## src/rtl/pixel_group_tot_toa_if.sv

```systemverilog
// Readout port of the pixel group: one valid/ready word per drained pixel.
interface pixel_group_tot_toa_if #(
    parameter int N_PIX  = 4,
    parameter int AW     = $clog2(N_PIX),
    parameter int TS_W   = 9,
    parameter int TOT_W  = 8,
    parameter int FTOA_W = 5
);
    logic              rd_valid;
    logic              rd_ready;
    logic [AW-1:0]     rd_addr;
    logic [TS_W-1:0]   rd_timestamp;
    logic [TOT_W-1:0]  rd_tot;
    logic [FTOA_W-1:0] rd_ftoa;

    modport master (output rd_valid, rd_addr, rd_timestamp, rd_tot, rd_ftoa,
                    input  rd_ready);
    modport slave  (input  rd_valid, rd_addr, rd_timestamp, rd_tot, rd_ftoa,
                    output rd_ready);
endinterface

```

## src/rtl/pixel_group_tot_toa.sv

```systemverilog
// N-pixel ToA/ToT (or windowed hit-count) front-end with a round-robin
// arbiter draining finished pixels through a registered valid/ready port.

module pixel_group_tot_toa_pix #(
    parameter int TS_W   = 9,
    parameter int TOT_W  = 8,
    parameter int FTOA_W = 5
) (
    input  logic              clk,
    input  logic              rst_n,
    input  logic              i_hit,
    input  logic              i_shutter,
    input  logic              i_shut_fall,
    input  logic              i_mode,
    input  logic              i_clr,
    input  logic              i_grant,
    input  logic [TS_W-1:0]   i_ts,
    input  logic [FTOA_W-1:0] i_ftoa,
    output logic              o_meas,
    output logic              o_done,
    output logic [TS_W-1:0]   o_ts,
    output logic [TOT_W-1:0]  o_tot,
    output logic [FTOA_W-1:0] o_ftoa
);
    typedef enum logic [1:0] {S_IDLE, S_MEAS, S_DONE} state_t;

    state_t            r_state, w_nxt_state;
    logic              r_hit_d;
    logic [TS_W-1:0]   r_ts, w_nxt_ts;
    logic [TOT_W-1:0]  r_tot, w_nxt_tot, w_inc;
    logic [FTOA_W-1:0] r_ftoa, w_nxt_ftoa;
    logic              w_rise;

    assign w_rise = i_hit & ~r_hit_d;
    assign w_inc  = (&r_tot) ? r_tot : r_tot + TOT_W'(1);

    always_comb begin
        w_nxt_state = r_state;
        w_nxt_ts    = r_ts;
        w_nxt_tot   = r_tot;
        w_nxt_ftoa  = r_ftoa;
        if (i_clr) begin
            w_nxt_state = S_IDLE;
            w_nxt_ts    = '0;
            w_nxt_tot   = '0;
            w_nxt_ftoa  = '0;
        end else begin
            case (r_state)
                S_IDLE: if (w_rise && i_shutter) begin
                    w_nxt_state = S_MEAS;
                    w_nxt_ts    = i_ts;
                    w_nxt_ftoa  = i_mode ? '0 : i_ftoa;
                    w_nxt_tot   = TOT_W'(1);
                end
                S_MEAS: begin
                    // shutter close truncates the measurement in both modes
                    if (i_shut_fall)   w_nxt_state = S_DONE;
                    else if (!i_mode) begin
                        if (i_hit)     w_nxt_tot   = w_inc;
                        else           w_nxt_state = S_DONE;
                    end else if (w_rise) w_nxt_tot = w_inc;
                end
                S_DONE: if (i_grant) begin
                    w_nxt_state = S_IDLE;
                    w_nxt_tot   = '0;
                end
                default: w_nxt_state = S_IDLE;
            endcase
        end
    end

    // hit_d keeps tracking through a clear so a held hit cannot retrigger
    always_ff @(posedge clk or negedge rst_n) begin
        if (!rst_n) begin
            r_state <= S_IDLE;
            r_hit_d <= 1'b0;
            r_ts    <= '0;
            r_tot   <= '0;
            r_ftoa  <= '0;
        end else begin
            r_state <= w_nxt_state;
            r_hit_d <= i_hit;
            r_ts    <= w_nxt_ts;
            r_tot   <= w_nxt_tot;
            r_ftoa  <= w_nxt_ftoa;
        end
    end

    assign o_meas = (r_state == S_MEAS);
    assign o_done = (r_state == S_DONE);
    assign o_ts   = r_ts;
    assign o_tot  = r_tot;
    assign o_ftoa = r_ftoa;
endmodule

module pixel_group_tot_toa #(
    parameter int N_PIX  = 4,
    parameter int AW     = $clog2(N_PIX),
    parameter int TS_W   = 9,
    parameter int TOT_W  = 8,
    parameter int FTOA_W = 5
) (
    input  logic                    clk_40MHz,
    input  logic                    rst_n,
    input  logic                    shutter,
    input  logic                    out_flag,
    input  logic                    mode,
    input  logic [TS_W-1:0]         TimeStamp,
    input  logic [N_PIX-1:0]        hit_pixel,
    input  logic [N_PIX*FTOA_W-1:0] ftoa_in,
    output logic                    hit_or,
    output logic [N_PIX-1:0]        hit_over,
    pixel_group_tot_toa_if.master   rd
);
    logic              r_shutter_d, r_mode_q;
    logic [AW-1:0]     r_last;
    logic              r_valid;
    logic [AW-1:0]     r_addr;
    logic [TS_W-1:0]   r_ts;
    logic [TOT_W-1:0]  r_tot;
    logic [FTOA_W-1:0] r_ftoa;

    logic                          w_shut_rise, w_shut_fall, w_mode;
    logic [N_PIX-1:0]              w_meas, w_done, w_grant;
    logic [N_PIX-1:0][TS_W-1:0]    w_ts;
    logic [N_PIX-1:0][TOT_W-1:0]   w_tot;
    logic [N_PIX-1:0][FTOA_W-1:0]  w_ftoa;
    logic                          w_load, w_any;
    logic [AW-1:0]                 w_sel, w_idx;

    assign w_shut_rise = shutter & ~r_shutter_d;
    assign w_shut_fall = ~shutter & r_shutter_d;
    // a hit arriving with the shutter edge already uses the newly sampled mode
    assign w_mode      = w_shut_rise ? mode : r_mode_q;

    for (genvar gi = 0; gi < N_PIX; gi++) begin : g_pix
        pixel_group_tot_toa_pix #(.TS_W(TS_W), .TOT_W(TOT_W), .FTOA_W(FTOA_W)) u_pix (
            .clk        (clk_40MHz),
            .rst_n      (rst_n),
            .i_hit      (hit_pixel[gi]),
            .i_shutter  (shutter),
            .i_shut_fall(w_shut_fall),
            .i_mode     (w_mode),
            .i_clr      (out_flag),
            .i_grant    (w_grant[gi]),
            .i_ts       (TimeStamp),
            .i_ftoa     (ftoa_in[gi*FTOA_W +: FTOA_W]),
            .o_meas     (w_meas[gi]),
            .o_done     (w_done[gi]),
            .o_ts       (w_ts[gi]),
            .o_tot      (w_tot[gi]),
            .o_ftoa     (w_ftoa[gi])
        );
    end

    assign w_load = ~r_valid | rd.rd_ready;

    // scan from the farthest offset down so the nearest DONE pixel wins
    always_comb begin
        w_any = 1'b0;
        w_sel = '0;
        w_idx = '0;
        for (int off = N_PIX; off >= 1; off--) begin
            if (int'(r_last) + off >= N_PIX) w_idx = r_last + AW'(off) - AW'(N_PIX);
            else                             w_idx = r_last + AW'(off);
            if (w_done[w_idx]) begin
                w_any = 1'b1;
                w_sel = w_idx;
            end
        end
    end

    always_comb begin
        w_grant = '0;
        if (w_load && w_any && !out_flag) w_grant[w_sel] = 1'b1;
    end

    always_ff @(posedge clk_40MHz or negedge rst_n) begin
        if (!rst_n) begin
            r_shutter_d <= 1'b0;
            r_mode_q    <= 1'b0;
            r_last      <= AW'(N_PIX - 1);
            r_valid     <= 1'b0;
            r_addr      <= '0;
            r_ts        <= '0;
            r_tot       <= '0;
            r_ftoa      <= '0;
        end else begin
            r_shutter_d <= shutter;
            if (w_shut_rise) r_mode_q <= mode;
            if (out_flag) begin
                r_valid <= 1'b0;
                r_last  <= AW'(N_PIX - 1);
            end else if (w_load) begin
                if (w_any) begin
                    r_valid <= 1'b1;
                    r_addr  <= w_sel;
                    r_ts    <= w_ts[w_sel];
                    r_tot   <= w_tot[w_sel];
                    r_ftoa  <= w_ftoa[w_sel];
                    r_last  <= w_sel;
                end else begin
                    r_valid <= 1'b0;
                end
            end
        end
    end

    assign hit_or          = |w_meas;
    assign hit_over        = w_done;
    assign rd.rd_valid     = r_valid;
    assign rd.rd_addr      = r_addr;
    assign rd.rd_timestamp = r_ts;
    assign rd.rd_tot       = r_tot;
    assign rd.rd_ftoa      = r_ftoa;
endmodule

```

## src/flat_wrapper.sv

```systemverilog
// flat-port wrapper written by rule: the top's interface ports become plain ports
module pixel_group_tot_toa_flat 
#(
    parameter int N_PIX  = 4,
    parameter int AW     = $clog2(N_PIX),
    parameter int TS_W   = 9,
    parameter int TOT_W  = 8,
    parameter int FTOA_W = 5
)
  (clk_40MHz, rst_n, shutter, out_flag, mode, TimeStamp, hit_pixel, ftoa_in, hit_or, hit_over, rd_rd_valid, rd_rd_addr, rd_rd_timestamp, rd_rd_tot, rd_rd_ftoa, rd_rd_ready);
  pixel_group_tot_toa_if #(.N_PIX(N_PIX), .AW(AW), .TS_W(TS_W), .TOT_W(TOT_W), .FTOA_W(FTOA_W)) rd_i ();
  input  logic clk_40MHz;
  input  logic rst_n;
  input  logic shutter;
  input  logic out_flag;
  input  logic mode;
  input  logic [TS_W-1:0] TimeStamp;
  input  logic [N_PIX-1:0] hit_pixel;
  input  logic [N_PIX*FTOA_W-1:0] ftoa_in;
  output logic hit_or;
  output logic [N_PIX-1:0] hit_over;
  output wire logic [$bits(rd_i.rd_valid)-1:0] rd_rd_valid;
  output wire logic [$bits(rd_i.rd_addr)-1:0] rd_rd_addr;
  output wire logic [$bits(rd_i.rd_timestamp)-1:0] rd_rd_timestamp;
  output wire logic [$bits(rd_i.rd_tot)-1:0] rd_rd_tot;
  output wire logic [$bits(rd_i.rd_ftoa)-1:0] rd_rd_ftoa;
  input wire logic [$bits(rd_i.rd_ready)-1:0] rd_rd_ready;
  assign rd_rd_valid = rd_i.rd_valid;
  assign rd_rd_addr = rd_i.rd_addr;
  assign rd_rd_timestamp = rd_i.rd_timestamp;
  assign rd_rd_tot = rd_i.rd_tot;
  assign rd_rd_ftoa = rd_i.rd_ftoa;
  assign rd_i.rd_ready = rd_rd_ready;
  pixel_group_tot_toa #(.N_PIX(N_PIX), .AW(AW), .TS_W(TS_W), .TOT_W(TOT_W), .FTOA_W(FTOA_W)) u_core (.clk_40MHz(clk_40MHz), .rst_n(rst_n), .shutter(shutter), .out_flag(out_flag), .mode(mode), .TimeStamp(TimeStamp), .hit_pixel(hit_pixel), .ftoa_in(ftoa_in), .hit_or(hit_or), .hit_over(hit_over), .rd(rd_i));
endmodule
```

## config.mk

```make
export PLATFORM = sky130hd
export DESIGN_NAME = pixel_group_tot_toa_flat
export DESIGN_NICKNAME = d
export VERILOG_FILES = /design/src/rtl/pixel_group_tot_toa_if.sv /design/src/rtl/pixel_group_tot_toa.sv /design/src/flat_wrapper.sv
export SDC_FILE = /design/constraint.sdc
export NUM_CORES = 1
export LEC_CHECK = 0
export CELL_PAD_IN_SITES_DETAIL_PLACEMENT = 1
export CELL_PAD_IN_SITES_GLOBAL_PLACEMENT = 1
export CORE_MARGIN = 2
export CORE_UTILIZATION = 45
export CTS_CLUSTER_DIAMETER = 100
export CTS_CLUSTER_SIZE = 20
export DETAILED_ROUTE_END_ITERATION = 6
export GPL_TIMING_DRIVEN = 0
export PLACE_DENSITY_LB_ADDON = 0.08
export SYNTH_ARGS = -nofsm -noshare
export SYNTH_HDL_FRONTEND = slang
export SYNTH_SLANG_ARGS = --single-unit
```

## constraint.sdc

```tcl
create_clock -name clk_40MHz -period 3.55 [get_ports clk_40MHz]
set_input_delay 0.5325 -clock clk_40MHz [delete_from_list [all_inputs] [get_ports clk_40MHz]]
set_output_delay 0.5325 -clock clk_40MHz [all_outputs]
set_load 0.01 [all_outputs]
```

==> insert_results.sql <==
INSERT INTO impl_metrics (metric_group, metric, value, unit) VALUES
('setup_path', 'timing_worst_setup_path_type', 'reg -> reg', ''),
('synth', 'post_synth_main_area_contributors', 'dfrtp_1 46%, o21ai_0 5.3%, a211oi_1 5.1%, nand2_1 4.5%, ha_1 4.4%', ''),
('cts', 'tritoncts_clock_tree', 'built', ''),
('power', 'total_leakage_power', '3.89', 'nW'),
('floorplanning', 'floorplan.core_area', '0.0151', 'mm^2'),
('cts', 'cts-root-to-sink-buffers', '2', ''),
('sta', 'slew_headroom', '34.5', '%'),
('floorplanning', 'floorplan.die_area', '0.0163', 'mm^2'),
('routing', 'detailed_routing_iteration_count_for_the_pre_antenna_repair_pass', '4', ''),
('synth', 'post_synth_most_frequent_cells', '127 x dfrtp_1, 82 x nand2_1, 73 x o21ai_0', ''),
('cts', 'cts-buffers-inserted', '17', ''),
('setup_path', 'cpPeakStageDelay', '0.59', 'ns'),
('synth', 'syn-num-nets', '785', ''),
('routing', 'wire_length_per_cell', '22.9', 'um'),
('routing', 'vias_per_cell', '6.08', ''),
('outcome', 'status', 'complete, no violations', ''),
('synth', 'yosys.cell_types.count', '57', ''),
('min_path', 'holdCritPathClass', 'in -> async', ''),
('sta', 'worstMarginPinSlew', '0.955', 'ns'),
('setup_path', 'timing.critical_path.arrival', '3.73', 'ns'),
('floorplanning', 'floorplan.die.width', '128', 'um'),
('cts', 'clkLatencyLatePin', '0.44', 'ns'),
('grt', 'overflow', '0', ''),
('sta', 'finalCritPeriodShare', '95.8', '%'),
('cts', 'clkSlewWorstSetupHoldPaths', '0.06', 'ns'),
('job', 'timing.max_cap.violations', '0', ''),
('cts', 'cts.sink_count', '129', ''),
('floorplanning', 'initial_core_utilization', '45.6', '%'),
('setup_path', 'cpMaxStageDelayCell', 'a211oi_1', ''),
('setup_path', 'r2r_setup_slack', '0.15', 'ns'),
('synth', 'netlist.area_leader.share', '46.2', '%'),
('sta', 'hold_violations', '0', ''),
('routing', 'remaining_drc_errors', '0', ''),
('grt', 'grt_start_max_net_pins', '71', ''),
('sta', 'timing.clock.skew', '0.00725', 'ns'),
('synth', 'yosysWarningCount', '0', ''),
('setup_path', 'worstPathCellList', 'inv_1 > ha_1 > buf_4 > nor4_1 > or3_1 > a211o_1 > buf_2 > buf_1 > a211oi_1 > a211oi_1 > a21o_1', ''),
('cts', 'cts-hold-fix-buffers', '0', ''),
('floorplanning', 'dieHeight', '128', 'um'),
('synth', 'syn_inst', '722', ''),
('sta', 'final_critical_path_setup_slack', '0.148', 'ns'),
('grt', 'global_route_wire_length_before_repair', '36500', 'um'),
('setup_path', 'crit_fanout', '10', ''),
('synth', 'synth_seq_cells', '129', ''),
('routing', 'detail_route.iter0.violations', '401', ''),
('layout', 'fillCellCount', '1695', ''),
('cts', 'cts.root.buffer_cell', 'clkbuf_16', ''),
('place', 'detailedPlace.worstSlack', '0.0514', 'ns'),
('cts', 'htree_num_levels', '4', ''),
('setup_path', 'cp-start-kind', 'flop', ''),
('place', 'post-dp-hpwl', '16000', 'um'),
('place', 'globalplace.congestion', '0.853', ''),
('setup_path', 'end_kind', 'flop', ''),
('grt', 'gr-usage-all-layers', '29.7', '%'),
('setup_path', 'cpMostUsedCell', 'a211oi_1', ''),
('layout', 'antenna_cells_inserted', '0', ''),
('grt', 'grt_antenna_before_repair', '0', ''),
('power', 'vdd.ir_drop.worst', '413', 'uV'),
('routing', 'vias', '6156', ''),
('power', 'areal_power_density_over_the_cells', '717', 'mW/mm^2'),
('sta', 'fin_worst_hold_slack', '0.0808', 'ns'),
('synth', 'synthesis.area_per_instance', '9.54', 'um^2'),
('layout', 'finalCoreUtilization', '56.3', '%'),
('sta', 'final-setup-viol-count', '0', ''),
('sta', 'report.final.slew_viol_count', '0', ''),
('cts', 'buffer_count_from_post_cts_setup_fixing', '0', ''),
('synth', 'post_synthesis_sequential_area_ratio', '46.9', '%'),
('sta', 'max_freq', '294', 'MHz'),
('layout', 'final_layout_size_suffix_gt1_share', '7.89', '%'),
('synth', 'post_synth_instance_area', '0.00689', 'mm^2'),
('synth', 'netlist.top_cell.by_area', 'dfrtp_1', '');
logic make-up after synthesis:
kind of cell             share of synthesized area (%)
buffers and inverters                             4.18
AO/OA/AOI/OAI                                     23.7
multiplexers                                      4.38
AND/OR/NAND/NOR                                   16.4
adder cells (fa/ha/maj)                           4.36
flip-flops                                        46.9
report_power, final:
part	switching, mW	internal [mW]	leakage [nW]
logic	1.45	0.898	1.87
registers	0.151	1.69	1.71
clock network	0.687	1.22	0.308
total	2.29	3.80	3.89
repair_timing:
item / in CTS / in global routing
setup endpoints to repair: 0 / 33
gates resized for setup: 0 / 14
hold endpoints to repair: 0 / 0
state kept, by name, summed over array words and instances, names as in the netlist:
register and flops:
u_core.r_mode_q 1, u_core.r_shutter_d 1, u_core.rd.rd_tot 8, u_core.g_pix.u_pix.o_ts 36
u_core.r_last 2, u_core.g_pix.u_pix.r_hit_d 4, u_core.rd.rd_timestamp 9, u_core.rd.rd_addr 2
u_core.rd.rd_valid 1, u_core.rd.rd_ftoa 5, u_core.g_pix.u_pix.o_tot 32, u_core.g_pix.u_pix.r_state 8
u_core.g_pix.u_pix.o_ftoa 20
critical path: cells and delay by family (launching register included):
| family | cells | cell delay, ns |
|---|---|---|
| DFF | 1 | 0.42 |
| AOI/OAI and AO/OA | 4 | 1.22 |
| and+or+nand+nor | 2 | 0.51 |
| adders and majority gates | 1 | 0.24 |
| buffers and inverters | 4 | 0.90 |
stage by stage:
stage	cell area (um^2)	instances	power, mW
after floorplan	6890	722	3.19
after global placement	7800	978	4.04
after detailed placement	7840	980	4.13
after CTS	8470	1012	6.04
after global routing	8500	1012	6.37
final	8500	1012	6.09
routing by layer:
metal	global-route usage, %	routed length (um)
met1	41.3	10700
met2	47.8	11100
met3	6.47	1090
met4	7.30	360
met5	0	0
layout make-up:
cell class	count	area [um^2]	area share, %
repair buffers	70	714	8.41
clock inverters	8	124	1.46
flip-flops and latches	129	3230	38.0
clock buffers	24	512	6.02
inverters	19	71.3	0.839
multi-input cells	529	3390	39.9
plain buffers	45	223	2.62
well taps	188	235	2.77
worst max path at each step:
stage / endpoint / cells after the start / slack (ns) / startpoint
2_1_floorplan: u_core.g_pix[0].u_pix.o_tot[6] / 11 / 0.82 / u_core.g_pix[1].u_pix.r_state[0]
3_3_place_gp: u_core.rd.rd_ftoa[4] / 1 / -3.27 / rst_n
3_5_place_dp: u_core.g_pix[1].u_pix.o_tot[3] / 9 / 0.05 / shutter
4_1_cts: u_core.rd.rd_ftoa[4] / 11 / 0.01 / u_core.g_pix[3].u_pix.r_state[0]
5_1_grt: u_core.rd.rd_ftoa[2] / 11 / -0.03 / u_core.g_pix[3].u_pix.r_state[0]
6_report: u_core.rd.rd_tot[2] / 11 / 0.15 / u_core.g_pix[2].u_pix.r_state[0]
cells in the final DEF (no fill, tap or decap), types with 17 or more instances in the layout:
cell type / n
nand2_1: 82
dfrtp_1: 127
and2_1: 22
ha_1: 24
nor2_1: 43
nand3_1: 25
a22o_1: 21
clkbuf_16: 17
clkbuf_1: 24
a211oi_1: 45
mux2i_1: 29
o21ai_0: 73
clkdlybuf4s50_1: 67
nand2b_1: 17
a21o_1: 23
inv_1: 19
No activity file was read; power rests on OpenSTA's default activity.
